File: config.mk
export PLATFORM = sky130hd
export DESIGN_NAME = u_mcb_wr_gen
export DESIGN_NICKNAME = d
export VERILOG_FILES = /design/src/rtl/u_mcb_wr_gen.sv
export SDC_FILE = /design/constraint.sdc
export NUM_CORES = 1
export LEC_CHECK = 0
export CORE_MARGIN = 8
export CORE_UTILIZATION = 50
export CTS_CLUSTER_SIZE = 30
export DETAILED_ROUTE_END_ITERATION = 12
export GPL_TIMING_DRIVEN = 0
export PLACE_DENSITY_LB_ADDON = 0.3
export RECOVER_POWER = 50
export SLEW_MARGIN = 20
export SYNTH_ARGS = -nofsm -noshare
export SYNTH_HDL_FRONTEND = slang
export SYNTH_SLANG_ARGS = --single-unit
export TNS_END_PERCENT = 5
File: constraint.sdc
create_clock -name clk -period 3 [get_ports clk]
set_input_delay 0.45 -clock clk [delete_from_list [all_inputs] [get_ports clk]]
set_output_delay 0.45 -clock clk [all_outputs]
set_load 0.05 [all_outputs]
File: src/rtl/u_mcb_wr_gen.sv
// u_mcb_wr_gen
// Write-side traffic generator for one MCB user write port. Each burst does
// four things in order:
//   1. fills the write data FIFO with BURST_LEN words of alternating
//      AA..AA / 55..55,
//   2. pushes one write command for the burst,
//   3. waits for the data FIFO to drain,
//   4. advances the burst address.
// The read checker on the companion read port compares against this data.
//
// Ports:
//   clk, rst        clock, synchronous active-high reset
//   wr_start        level enable; bursts run back to back while high
//   cmd_full        MCB command FIFO full (holds off cmd_en)
//   wr_full         MCB write data FIFO full (holds off wr_en)
//   wr_empty        MCB write data FIFO empty
//   wr_underrun,
//   wr_error        MCB error flags, folded into sticky wr_err
//   cmd_en          command push strobe (combinational)
//   cmd_instr       always write (3'b000)
//   cmd_bl          BURST_LEN-1
//   cmd_byte_addr   burst start byte address
//   wr_en           data push strobe (combinational)
//   wr_data         pattern word
//   wr_mask         always 0 (all bytes written)
//   burst_done      one-cycle pulse per completed burst
//   burst_cnt       completed bursts, wraps
//   wr_err          sticky error flag
module u_mcb_wr_gen #(
  parameter int          BURST_LEN = 64,
  parameter logic [29:0] ADDR_INC  = 30'h400,
  parameter logic [29:0] END_ADDR  = 30'h0FFFFC00
) (
  input  logic         clk,
  input  logic         rst,
  input  logic         wr_start,
  input  logic         cmd_full,
  input  logic         wr_full,
  input  logic         wr_empty,
  input  logic         wr_underrun,
  input  logic         wr_error,
  output logic         cmd_en,
  output logic [2:0]   cmd_instr,
  output logic [5:0]   cmd_bl,
  output logic [29:0]  cmd_byte_addr,
  output logic         wr_en,
  output logic [127:0] wr_data,
  output logic [15:0]  wr_mask,
  output logic         burst_done,
  output logic [15:0]  burst_cnt,
  output logic         wr_err
);

  typedef enum logic [2:0] {IDLE, FILL, CMD, WAIT, DONE} state_t;

  localparam logic [127:0] PAT_A = {16{8'hAA}};
  localparam logic [6:0]   LAST  = 7'(BURST_LEN - 1);

  state_t     state, state_nxt;
  logic [6:0] word_cnt;
  // Set after the first WAIT cycle: wr_empty may still show the pre-command
  // level, so WAIT always lasts at least two cycles.
  logic       wait_cnt;

  assign cmd_instr = 3'b000;
  assign cmd_bl    = 6'(BURST_LEN - 1);
  assign wr_mask   = '0;

  // Strobes are gated with rst so that a reset aborts with no push in the
  // reset cycle itself.
  always_comb begin
    state_nxt = state;
    wr_en     = 1'b0;
    cmd_en    = 1'b0;
    case (state)
      IDLE: if (wr_start) state_nxt = FILL;
      FILL: begin
        wr_en = !wr_full && !rst;
        if (!wr_full && word_cnt == LAST) state_nxt = CMD;
      end
      CMD: begin
        cmd_en = !cmd_full && !rst;
        if (!cmd_full) state_nxt = WAIT;
      end
      WAIT: if (wait_cnt && wr_empty) state_nxt = DONE;
      DONE: state_nxt = IDLE;
      default: state_nxt = IDLE;
    endcase
  end

  always_ff @(posedge clk) begin
    if (rst) begin
      state         <= IDLE;
      wr_data       <= PAT_A;
      cmd_byte_addr <= '0;
      word_cnt      <= '0;
      wait_cnt      <= 1'b0;
      burst_done    <= 1'b0;
      burst_cnt     <= '0;
      wr_err        <= 1'b0;
    end else begin
      state      <= state_nxt;
      burst_done <= 1'b0;
      case (state)
        IDLE: if (wr_start) begin
          // The pattern restarts at AA every burst.
          wr_data  <= PAT_A;
          word_cnt <= '0;
        end
        FILL: if (!wr_full) begin
          wr_data  <= ~wr_data;
          word_cnt <= word_cnt + 7'd1;
        end
        CMD: wait_cnt <= 1'b0;
        WAIT: begin
          wait_cnt <= 1'b1;
          // Burst bookkeeping lands together with the DONE cycle, so
          // burst_done, burst_cnt and the next address are seen together.
          if (state_nxt == DONE) begin
            burst_done    <= 1'b1;
            burst_cnt     <= burst_cnt + 16'd1;
            cmd_byte_addr <= (cmd_byte_addr >= END_ADDR) ? '0
                                                         : cmd_byte_addr + ADDR_INC;
          end
        end
        default: ;
      endcase
      // Set wins over clear.
      if (wr_underrun || wr_error)      wr_err <= 1'b1;
      else if (state == IDLE && !wr_start) wr_err <= 1'b0;
    end
  end

endmodule
# Word level (Yosys, flattened, before mapping)
# Cells that the tools add are included.
classes:
  mux: 18
  multipliers: 0
  reduce_logical: 17
  div_mod_pow: 0
  magnitude_cmp: 1
  add_sub_neg: 3
  bitwise_logic: 2
  eq_ne: 7
  shifts: 0
ops:
  columns: ["operator", "count"]
  rows:
  - ["128-bit 2-to-1 mux", 2]
  - ["128-bit case mux with 2 select lines", 1]
  - ["128-bit inverter", 1]
  - ["30-bit by 11-bit adder with 30-bit output (second input constant)", 1]
  - ["30-bit by 28-bit greater-or-equal comparator with 1-bit output (second input constant)", 1]
  - ["30-bit 2-to-1 mux", 1]
  - ["16-bit by 1-bit adder with 16-bit output (second input constant)", 1]
  - ["7-bit 2-to-1 mux", 2]
  - ["7-bit case mux with 2 select lines", 1]
  - ["3-bit 2-to-1 mux", 4]
  - ["3-bit case mux with 4 select lines", 1]
  - ["7-bit by 1-bit adder with 7-bit output (second input constant)", 1]
  - ["7-bit by 6-bit equality test with 1-bit output (second input constant)", 1]
  - ["3-bit by 2-bit equality test with 1-bit output (second input constant)", 2]
  - ["2-bit nonzero test", 3]
  - ["1-bit logical AND", 5]
  - ["1-bit 2-to-1 mux", 5]
  - ["1-bit zero test", 4]
  - ["2-bit != test (second input constant)", 2]
  - ["3-bit by 1-bit equality test with 1-bit output (second input constant)", 1]
  - ["3-bit equality test (second input constant)", 1]
  - ["3-bit zero test", 1]
  - ["3-bit AND reduction", 1]
  - ["1-bit case mux with 2 select lines", 1]
  - ["4 further kinds", 4]
totals:
  reg_bits: 187
  memories: 0
  latchBits: 0
  ramBits: 0
  rom_bits: 0
  output_inout_bits: 203

# Logic depth before layout (Yosys ltp)
# Gate-level depths: netlist (run 1).
depth:
  depth_word: 6
  ltp_mapped: 7
  depth_no_buf: 5

# Least setup slack after synthesis (run 1)
# OpenSTA, ideal clock, no wires.
synth_timing:
  kind: "in2out"
  startpoint: "input port rst"
  endpoint: "output port cmd_en"
  n_path_buf: 2
  t_arrival_ns: 2.337
  setup_slack_ns: 0.213
  cell_stages: 3
  cell_sequence: "clkbuf_1 -> clkbuf_1 -> nor4_1"
synth_between:
  elab_chain_len: 3
synth_rtl:
  columns: ["item", "line_no", "rtl"]
  rows:
  - ["start, declared", "35", "input logic rst,"]
  - ["1-bit zero test", "82", "cmd_en = !cmd_full && !rst;"]
  - ["1-bit logical AND", "82", null]
  - ["1-bit 2-to-1 mux", "75", "case (state)"]
  - ["end, declared", "42", "output logic cmd_en,"]
# No other way between the ends.

# Worst setup path in the final report (run 1)
layout_timing:
  startpoint: "input port rst"
  endpoint: "output port wr_en"
layout_between:
  elab_chain_len: 3
layout_rtl:
  columns: ["item", "line_no", "rtl"]
  rows:
  - ["1-bit zero test", "78", "wr_en = !wr_full && !rst;"]
  - ["1-bit logical AND", "78", null]
  - ["1-bit 2-to-1 mux", "75", null]
  - ["end, declared", "46", "output logic wr_en,"]
# No other way between the ends.

==> run_results.csv, run 1 <==
group,metric,value,unit
run_status,outcome,"completed",
die,fp.dieH,134,µm
routing,dr.pass1.iters,5,
worst_setup_path,r2r_cells,6,
timing,hold_viol,0,
clocking,post_cts_buffers,0,
run,drv_cap,0,
timing,tightest_slew,849,ps
hold_path,hold_path_class,"reg2reg",
global_routing,grt_pass1_wl,29900,µm
hold_path,holdCritStartpoint,"wr_data[88]$_SDFFE_PP0P_",
die,die_area,17900,µm²
yosys,ys.flop_type,"dfxtp_1",
die,rows,43,
worst_setup_path,path_max_fanout,10,
worst_setup_path,reg2reg_from,"state[0]$_SDFF_PP0_",
routing,wl_per_cell,15.7,µm
finish,area_delta_synth_final,37.9,%
timing,max_clock_freq,0.350,GHz
global_routing,antenna_found_initial,0,
power,irDropWorstVdd,0.433,mV
timing,min_period,2860,ps
die,start_util,0.505,
hold_path,whs_path_depth,1,
timing,skew,12.0,ps
clocking,worstSkewPairLatency,430,ps
power,p_per_area,596,nW/µm²
routing,vias,6140,
finish,final_layout_size_suffix_gt1_frac,0.0774,
worst_setup_path,cp-start-kind,"input pin",
yosys,async_reset_ff_frac,0,
yosys,synthCells,743,
routing,drt-total-wl,18200,µm
die,ios,211,
die,coreArea,13700,µm²
routing,viasPerCell,5.28,
yosys,yosys_warnings,0,
place,routabilityCongestion,0.816,
clocking,htree_levels,4,
finish,fin_util,0.696,
clocking,clkSinkCount,177,
power,p_total,0.00569,W
worst_setup_path,path_class,"in2out",
finish,final_cell_mix,"dfxtp_1, nor2_1, dlygate4sd3_1",
place,dp.final_hpwl,13100,µm
global_routing,track_usage,0.203,
clocking,cts-root-buf,"clkbuf_16",
finish,fillers,1112,
routing,ant_nets,0,
worst_setup_path,worst-r2r-setup-slack,770,ps
yosys,syn_area,6930,µm²
timing,finalCritPeriodShare,0.954,
power,static-leakage-power,3.57,nW
clocking,cts_hold_buf,0,
finish,diodes,0,
yosys,ys_ff_latch,177,
finish,nets,981,
hold_path,hold_end,"wr_data[88]$_SDFFE_PP0P_",
timing,slew_violations,0,
global_routing,grt.overflow.total,0,
timing,whs,459,ps
place,port_buffers,175,
clocking,cts.reportedPaths.clkPinSlew,60,ps
timing,slew-limit-headroom,0.430,
clocking,cts_made_buffers,17,
clocking,clock_path_buffers,2,
timing,setup_violations,0,
routing,post-route-drc-count,0,
clocking,cts_tree,"built",
worst_setup_path,cp_data_arrival_time,2410,ps
die,die_x,134,µm
routing,drtIter0Drc,386,
global_routing,grt_max_degree,17,
yosys,ys_seq_area_frac,0.512,
yosys,synth_edf_count,0,
finish,final_common_cell,"dfxtp_1",
yosys,yosysUniqueCellTypes,50,
worst_setup_path,crit_required,2550,ps
global_routing,grt_pass1_vias,5875,
worst_setup_path,r2r_end,"wr_data[98]$_SDFFE_PP0P_",
timing,rsz0062_at_grt,"yes",
yosys,avgSynthCellArea,9.32,µm²
worst_setup_path,crit_path_end_kind,"primary output",
## per-stage QoR
stage / TNS, ps / std cells / setup slack [ps] / cell area [µm²]
global route: -35.6 / 1162 / -35.6 / 9550
global placement: -901 / 1131 / -542 / 9030
CTS: -34.5 / 1162 / -34.5 / 9560
floorplan: 0 / 776 / 213 / 7050
detailed placement: -829 / 1131 / -465 / 9030
finish: 0 / 1162 / 139 / 9550
## critical path, cell delays in order
cell,delay (ps)
clkdlybuf4s50_1,530
clkbuf_1,440
clkbuf_1,490
nor2_1,120
clkdlybuf4s15_2,360
## synth_stat cells (2+ instances only)
cell type / instances / area (µm²)
nand4_1: 8 / 50.1
nand3_1: 16 / 80.1
a21oi_1: 18 / 90.1
a2111oi_0: 2 / 17.5
dfxtp_1: 177 / 3540
nor4_1: 5 / 31.3
and4_1: 3 / 26.3
inv_1: 7 / 26.3
and2_1: 2 / 12.5
ha_1: 4 / 50.1
nand2b_1: 5 / 31.3
buf_1: 2 / 7.51
nor3b_1: 2 / 15.0
xor2_1: 6 / 52.6
nor3_1: 14 / 70.1
and3_1: 5 / 31.3
nor2_1: 143 / 537
o31ai_1: 11 / 82.6
buf_2: 7 / 35.0
buf_4: 36 / 270
a31o_2: 2 / 17.5
nand2_1: 21 / 78.8
or3_1: 11 / 68.8
conb_1: 2 / 7.51
xnor2_1: 11 / 96.3
a211oi_1: 76 / 571
o21ai_0: 9 / 45.0
or4_1: 9 / 67.6
a211o_1: 62 / 543
clkbuf_1: 47 / 176
## routing by layer
layer  up-vias  wire [µm]  track usage
li1       3060          -            -
met1      2868       7600        0.227
met2       191       8650        0.341
met3        21       1680       0.0806
met4         0        273       0.0724
met5         -          0            0
## kinds of logic (layout without fill, tap and decap cells)
| group | count (synthesis) | after routing | share of synthesized area |
|---|---|---|---|
| other cells | 2 | 35 | 0.00108 |
| mux | 1 | 1 | 0.00145 |
| buf+inv | 100 | 306 | 0.0761 |
| xor+xnor | 17 | 17 | 0.0215 |
| simple gates | 253 | 253 | 0.173 |
| compound gates | 189 | 189 | 0.208 |
| flops | 177 | 177 | 0.512 |
| fa+ha+maj | 4 | 4 | 0.00723 |
## power breakdown
part           internal [W]  switching, W
clock network       0.00113      0.000896
registers           0.00248     0.0000879
logic              0.000312      0.000788
total               0.00392       0.00177
## what timing repair did
action	4_1_cts	5_1_grt
endpoints found under the setup margin	2	2
gates resized for setup	4	4
pin swaps	0	0
hold endpoints to repair	0	0
## worst max-delay path by stage
| stage | slack, ps | cells after the start | to | startpoint |
|---|---|---|---|---|
| floorplan | 210 | 3 | cmd_en | rst |
| global placement | -540 | 7 | wr_en | wr_full |
| detailed placement | -460 | 7 | wr_en | wr_full |
| CTS | -30 | 5 | cmd_en | rst |
| global route | -40 | 5 | wr_en | rst |
| finish | 140 | 5 | wr_en | rst |
## registers in the layout, indices dropped and copies added (netlist names)
register	count
cmd_byte_addr	20
burst_done	1
wr_err	1
burst_cnt	16
wr_data	128
wait_cnt	1
word_cnt	7
state	3
## layout make-up
class                           count  area (µm²)  share of cell area
Sequential cell                   177        3540               0.371
Multi-Input combinational cell    499        2980               0.312
Timing Repair Buffer              175        1750               0.183
Buffer                             92         493              0.0516
Clock buffer                       25         485              0.0508
Tap cell                          180         225              0.0236
Clock inverter                      7        53.8             0.00563
Inverter                            7        26.3             0.00275
Power figures use the tool's default switching activity.
==> run 2, diff against run 1 <==
--- a/config.mk
+++ b/config.mk
@@ -6,9 +6,11 @@
 export NUM_CORES = 1
 export LEC_CHECK = 0
 export CORE_MARGIN = 8
-export CORE_UTILIZATION = 50
+export CORE_UTILIZATION = 52
+export CTS_BUF_LIST = sky130_fd_sc_hd__clkbuf_4 sky130_fd_sc_hd__clkbuf_8
 export CTS_CLUSTER_SIZE = 30
 export DETAILED_ROUTE_END_ITERATION = 12
+export GPL_ROUTABILITY_DRIVEN = 0
 export GPL_TIMING_DRIVEN = 0
 export PLACE_DENSITY_LB_ADDON = 0.3
 export RECOVER_POWER = 50
==> run_results.csv, run 2 (synthesis gave the netlist of run 1 again) <==
group,metric,value,unit
run_status,outcome,"completed",
worst_setup_path,critPathBufInv,4,
routing,vias,6075,
place,place_area,9020,µm²
worst_setup_path,r2r_cells,6,
finish,largest_register_ffs,128,
run,drv_cap,0,
worst_setup_path,r2r_end,"word_cnt[0]$_SDFFE_PP0P_",
power,p_per_area,564,nW/µm²
routing,post-route-drc-count,0,
finish,nets,981,
worst_setup_path,cp_top_family,"buffers and inverters",
timing,min_period,2870,ps
die,die_area,17300,µm²
clocking,worstSkewPairLatency,450,ps
global_routing,antenna_found_initial,0,
finish,final_cell_mix,"dfxtp_1, nor2_1, dlygate4sd3_1",
finish,area_delta_synth_final,35.7,%
global_routing,use_met2,0.331,
worst_setup_path,worstPathCellList,"clkdlybuf4s50_1 > clkbuf_2 > clkbuf_1 > nor4_1 > dlygate4sd1_1",
clocking,cts-root-buf,"clkbuf_8",
die,start_util,0.527,
timing,tightest_slew,933,ps
place,port_buffers,175,
die,ios,211,
worst_setup_path,crit_start,"rst",
die,die_x,131,µm
place,dp.final_hpwl,13100,µm
power,irDropWorstVdd,0.485,mV
global_routing,top_usage_layer,"met2",
clocking,post_cts_buffers,0,
worst_setup_path,crit_path_end_kind,"primary output",
routing,dr.pass1.iters,4,
finish,diodes,0,
finish,top_register,"wr_data",
die,coreArea,13100,µm²
worst_setup_path,reg2reg_from,"state[0]$_SDFF_PP0_",
timing,rsz0062_at_grt,"no",
global_routing,grtUsageMet3,0.0892,
worst_setup_path,cp_data_arrival_time,2420,ps
hold_path,hold_path_class,"reg2reg",
finish,final_layout_size_suffix_gt1_frac,0.0796,
worst_setup_path,path_max_fanout,10,
timing,fin_setup_tns,0,ps
clocking,htree_levels,4,
die,fp.dieH,131,µm
clocking,cts.reportedPaths.clkPinSlew,80,ps
finish,final_common_cell,"dfxtp_1",
timing,skew,15.5,ps
timing,hold_viol,0,
clocking,clkSinkCount,177,
timing,slew-limit-headroom,0.373,
clocking,clock_path_buffers,2,
clocking,cts_hold_buf,0,
routing,viasPerCell,5.26,
routing,ant_nets,0,
worst_setup_path,crit_end,"cmd_en",
global_routing,grt_max_degree,17,
timing,max_clock_freq,0.349,GHz
global_routing,grt_pass1_vias,5694,
routing,drtIter0Drc,346,
timing,setup_violations,0,
clocking,cts_made_buffers,17,
worst_setup_path,path_class,"in2out",
timing,finalCritPeriodShare,0.956,
power,static-leakage-power,3.48,nW
global_routing,track_usage,0.203,
timing,slew_violations,0,
worst_setup_path,crit_required,2550,ps
finish,reg_top3,"wr_data (128), cmd_byte_addr (20), burst_cnt (16)",
worst_setup_path,slowest_delay,560,ps
routing,drt-total-wl,17900,µm
clocking,cts_tree,"built",
global_routing,grt_pass1_wl,29200,µm
routing,wl_per_cell,15.5,µm
global_routing,grt_use_met1,0.232,
finish,post-route-cell-area,9400,µm²
worst_setup_path,cp-start-kind,"input pin",
finish,fillers,1005,
die,rows,42,
worst_setup_path,path_depth,5,
global_routing,grt.overflow.total,0,
worst_setup_path,worst-r2r-setup-slack,740,ps
worst_setup_path,cp_slowest_cell,"dlygate4sd1_1",
run 2: worst min path at each step:
stage                               from                        end  slack [ps]  cells past startpoint
2_1_floorplan   word_cnt[6]$_SDFFE_PP0P_   word_cnt[6]$_SDFFE_PP0P_         450                      1
3_3_place_gp   wr_data[124]$_SDFFE_PP0P_  wr_data[124]$_SDFFE_PP0P_         450                      1
3_5_place_dp    wr_data[16]$_SDFFE_PP0P_   wr_data[16]$_SDFFE_PP0P_         450                      1
4_1_cts         wr_data[16]$_SDFFE_PP0P_   wr_data[16]$_SDFFE_PP0P_         470                      1
5_1_grt          wr_data[4]$_SDFFE_PP0P_    wr_data[4]$_SDFFE_PP0P_         480                      1
6_report        wr_data[20]$_SDFFE_PP0P_   wr_data[20]$_SDFFE_PP0P_         460                      1
run 2: through the flow:
| stage | worst slack, ps | utilization | total power (W) | std cells | hold slack, ps |
|---|---|---|---|---|---|
| 4_1_cts | 36.8 | 0.716 | 0.00537 | 1156 | 465 |
| 2_1_floorplan | 213 | - | 0.00341 | 776 | 447 |
| 3_5_place_dp | -465 | 0.687 | 0.00375 | 1127 | 450 |
| 3_3_place_gp | -433 | 0.687 | 0.00374 | 1127 | 448 |
| 6_report | 133 | 0.716 | 0.00530 | 1156 | 459 |
| 5_1_grt | 8.82 | 0.716 | 0.00552 | 1156 | 475 |
run 2: area by class of cell:
class,instances,area [µm²],share of cell area
multi-input combinational,499,2970,0.316
timing repair buffer,175,1750,0.186
sequential,177,3540,0.377
clock buffer,22,290,0.0309
tap,176,220,0.0234
clock inverter,8,104,0.0110
buffer,92,494,0.0526
inverter,7,26.3,0.00280
run 2: what timing repair did:
action	CTS	global route
endpoints found under the setup margin	2	2
pin swaps	0	0
gates resized for setup	5	3
run 2: routing by layer:
layer  wire length (µm)  part of all wire
met1               7630              0.43
met2               8340              0.47
met3               1680             0.094
met4                278             0.016
met5                  0                 0
run 2: report_power, final:
group	switching (W)	total (W)	leakage [nW]	internal, W
sequential	0.0000884	0.00256	1.45	0.00247
clock	0.000816	0.00163	0.202	0.000819
combinational	0.000785	0.00111	1.83	0.000322
total	0.00169	0.00530	3.48	0.00361
==> run 3, diff against run 2 <==
==> constraint.sdc (replaced) <==
create_clock -name clk -period 3 [get_ports clk]
set_input_delay 0.45 -clock clk [delete_from_list [all_inputs] [get_ports clk]]
set_output_delay 0.45 -clock clk [all_outputs]
set_load 0.005 [all_outputs]
==> run_results.csv, run 3 (synthesis gave the netlist of run 1 again) <==
group,metric,value,unit
run_status,outcome,"completed",
power,p_comb_frac,0.124,
clocking,clkSinkCount,177,
timing,hold_viol,0,
power,power_frac_seq,0.535,
global_routing,grt.overflow.total,0,
global_routing,grt_pass1_vias,5694,
timing,min_period,2810,ps
finish,final_layout_size_suffix_gt1_frac,0.0817,
worst_setup_path,worst-r2r-setup-slack,750,ps
finish,fin_cells,1155,
clocking,cts.reportedPaths.clkPinSlew,80,ps
clocking,cts-root-buf,"clkbuf_8",
worst_setup_path,cp_slowest_cell,"clkdlybuf4s50_1",
timing,tightest_slew,857,ps
routing,dr.pass1.iters,5,
worst_setup_path,worstPathCellList,"clkdlybuf4s50_1 > clkbuf_2 > clkbuf_1 > nor4_2 > clkdlybuf4s50_1",
finish,area_delta_synth_final,35.9,%
place,port_buffers,175,
routing,vias,6066,
power,p_clk_frac,0.341,
worst_setup_path,crit_path_end_kind,"primary output",
die,start_util,0.527,
power,p_total,0.00479,W
die,ios,211,
clocking,cts_made_buffers,17,
global_routing,track_usage,0.203,
worst_setup_path,slowest_delay,560,ps
timing,slew_violations,0,
timing,rsz0062_at_grt,"no",
clocking,clock_path_buffers,2,
worst_setup_path,crit_path_frequent_cell,"clkdlybuf4s50_1",
global_routing,antenna_found_initial,0,
worst_setup_path,path_class,"in2out",
routing,drtIter0Drc,366,
timing,skew,15.3,ps
timing,finalCritPeriodShare,0.938,
routing,drt-total-wl,17900,µm
hold_path,hold_end,"wr_data[18]$_SDFFE_PP0P_",
global_routing,grt_max_degree,17,
die,coreArea,13100,µm²
hold_path,hold_path_class,"reg2reg",
power,p_per_area,509,nW/µm²
routing,viasPerCell,5.25,
clocking,cts_tree,"built",
timing,max_clock_freq,0.355,GHz
run,drv_cap,0,
place,dp.final_hpwl,13100,µm
timing,slew-limit-headroom,0.426,
global_routing,grt_pass1_wl,29200,µm
die,fp.dieH,131,µm
worst_setup_path,cp-start-kind,"input pin",
clocking,htree_levels,4,
worst_setup_path,r2r_end,"wr_data[120]$_SDFFE_PP0P_",
worst_setup_path,reg2reg_from,"state[0]$_SDFF_PP0_",
hold_path,holdCritStartpoint,"wr_data[18]$_SDFFE_PP0P_",
place,placed_cells,1127,
routing,wl_per_cell,15.5,µm
power,switching_share,0.249,
finish,final_cell_mix,"dfxtp_1, dlygate4sd3_1, nor2_1",
hold_path,whs_path_depth,1,
finish,largest_register_ffs,128,
die,die_area,17300,µm²
worst_setup_path,crit_required,2550,ps
finish,diodes,0,
die,rows,42,
timing,setup_violations,0,
die,die_x,131,µm
power,internal-power,0.00360,W
finish,top_register,"wr_data",
power,switchingPower,0.00119,W
power,static-leakage-power,3.53,nW
worst_setup_path,r2r_cells,6,
worst_setup_path,cp_data_arrival_time,2360,ps
clocking,post_cts_buffers,0,
finish,final_common_cell,"dfxtp_1",
routing,ant_nets,0,
timing,whs,456,ps
finish,nets,980,
worst_setup_path,path_max_fanout,10,
finish,reg_top3,"wr_data (128), cmd_byte_addr (20), burst_cnt (16)",
routing,post-route-drc-count,0,
power,irDropWorstVdd,0.431,mV
clocking,worstSkewPairLatency,450,ps
==> run 3: repair_timing <==
item | CTS | global route
hold buffers | 0 | 0
setup endpoints to repair | 2 | 2
gates cloned | 0 | 0
resized for setup | 2 | 3
==> run 3: worst max-delay path by stage <==
stage,from,to,slack [ps],cells after the start
CTS,rst,wr_en,30,5
global placement,wr_full,wr_en,-140,7
finish,rst,cmd_en,190,5
floorplan,wr_full,wr_en,1080,5
detailed placement,wr_full,wr_en,-160,7
global route,rst,wr_en,60,5
==> run 3: area by class of cell <==
type / count / area (µm²)
Multi-Input combinational cell: 499 / 2980
Fill cell: 1002 / 3730
Timing Repair Buffer: 175 / 1750
Clock inverter: 8 / 104
Clock buffer: 22 / 290
Inverter: 7 / 26.3
Sequential cell: 177 / 3540
Buffer: 91 / 492
Tap cell: 176 / 220
==> run 3: power groups by stage <==
stage / logic (W) / registers (W) / clock network (W)
finish: 0.000593 / 0.00256 / 0.00163
global route: 0.000657 / 0.00258 / 0.00177
CTS: 0.000643 / 0.00256 / 0.00167
detailed placement: 0.000639 / 0.00262 / 0
global placement: 0.000632 / 0.00261 / 0
floorplan: 0.000291 / 0.00262 / 0
==> run 3: routing by layer <==
layer	global-route usage	wire length (µm)	up-vias
met5	0	0	-
met4	0.0715	250	0
met3	0.0892	1650	20
met2	0.331	8360	168
met1	0.232	7630	2826
li1	-	-	3052
==> run 3: through the flow <==
| stage | setup TNS, ps | setup slack [ps] | instance area (µm²) | util |
|---|---|---|---|---|
| 3_3_place_gp | -176 | -140 | 9020 | 0.687 |
| 5_1_grt | 0 | 62.0 | 9410 | 0.716 |
| 3_5_place_dp | -216 | -165 | 9020 | 0.687 |
| 2_1_floorplan | 0 | 1080 | 7050 | - |
| 6_report | 0 | 186 | 9410 | 0.716 |
| 4_1_cts | 0 | 25.5 | 9420 | 0.717 |
==> run 3: worst max-delay path: cells and delay by family <==
kind	cells	cell delay [ps]
buffers and inverters	4	1600
AND/OR/NAND/NOR	1	320
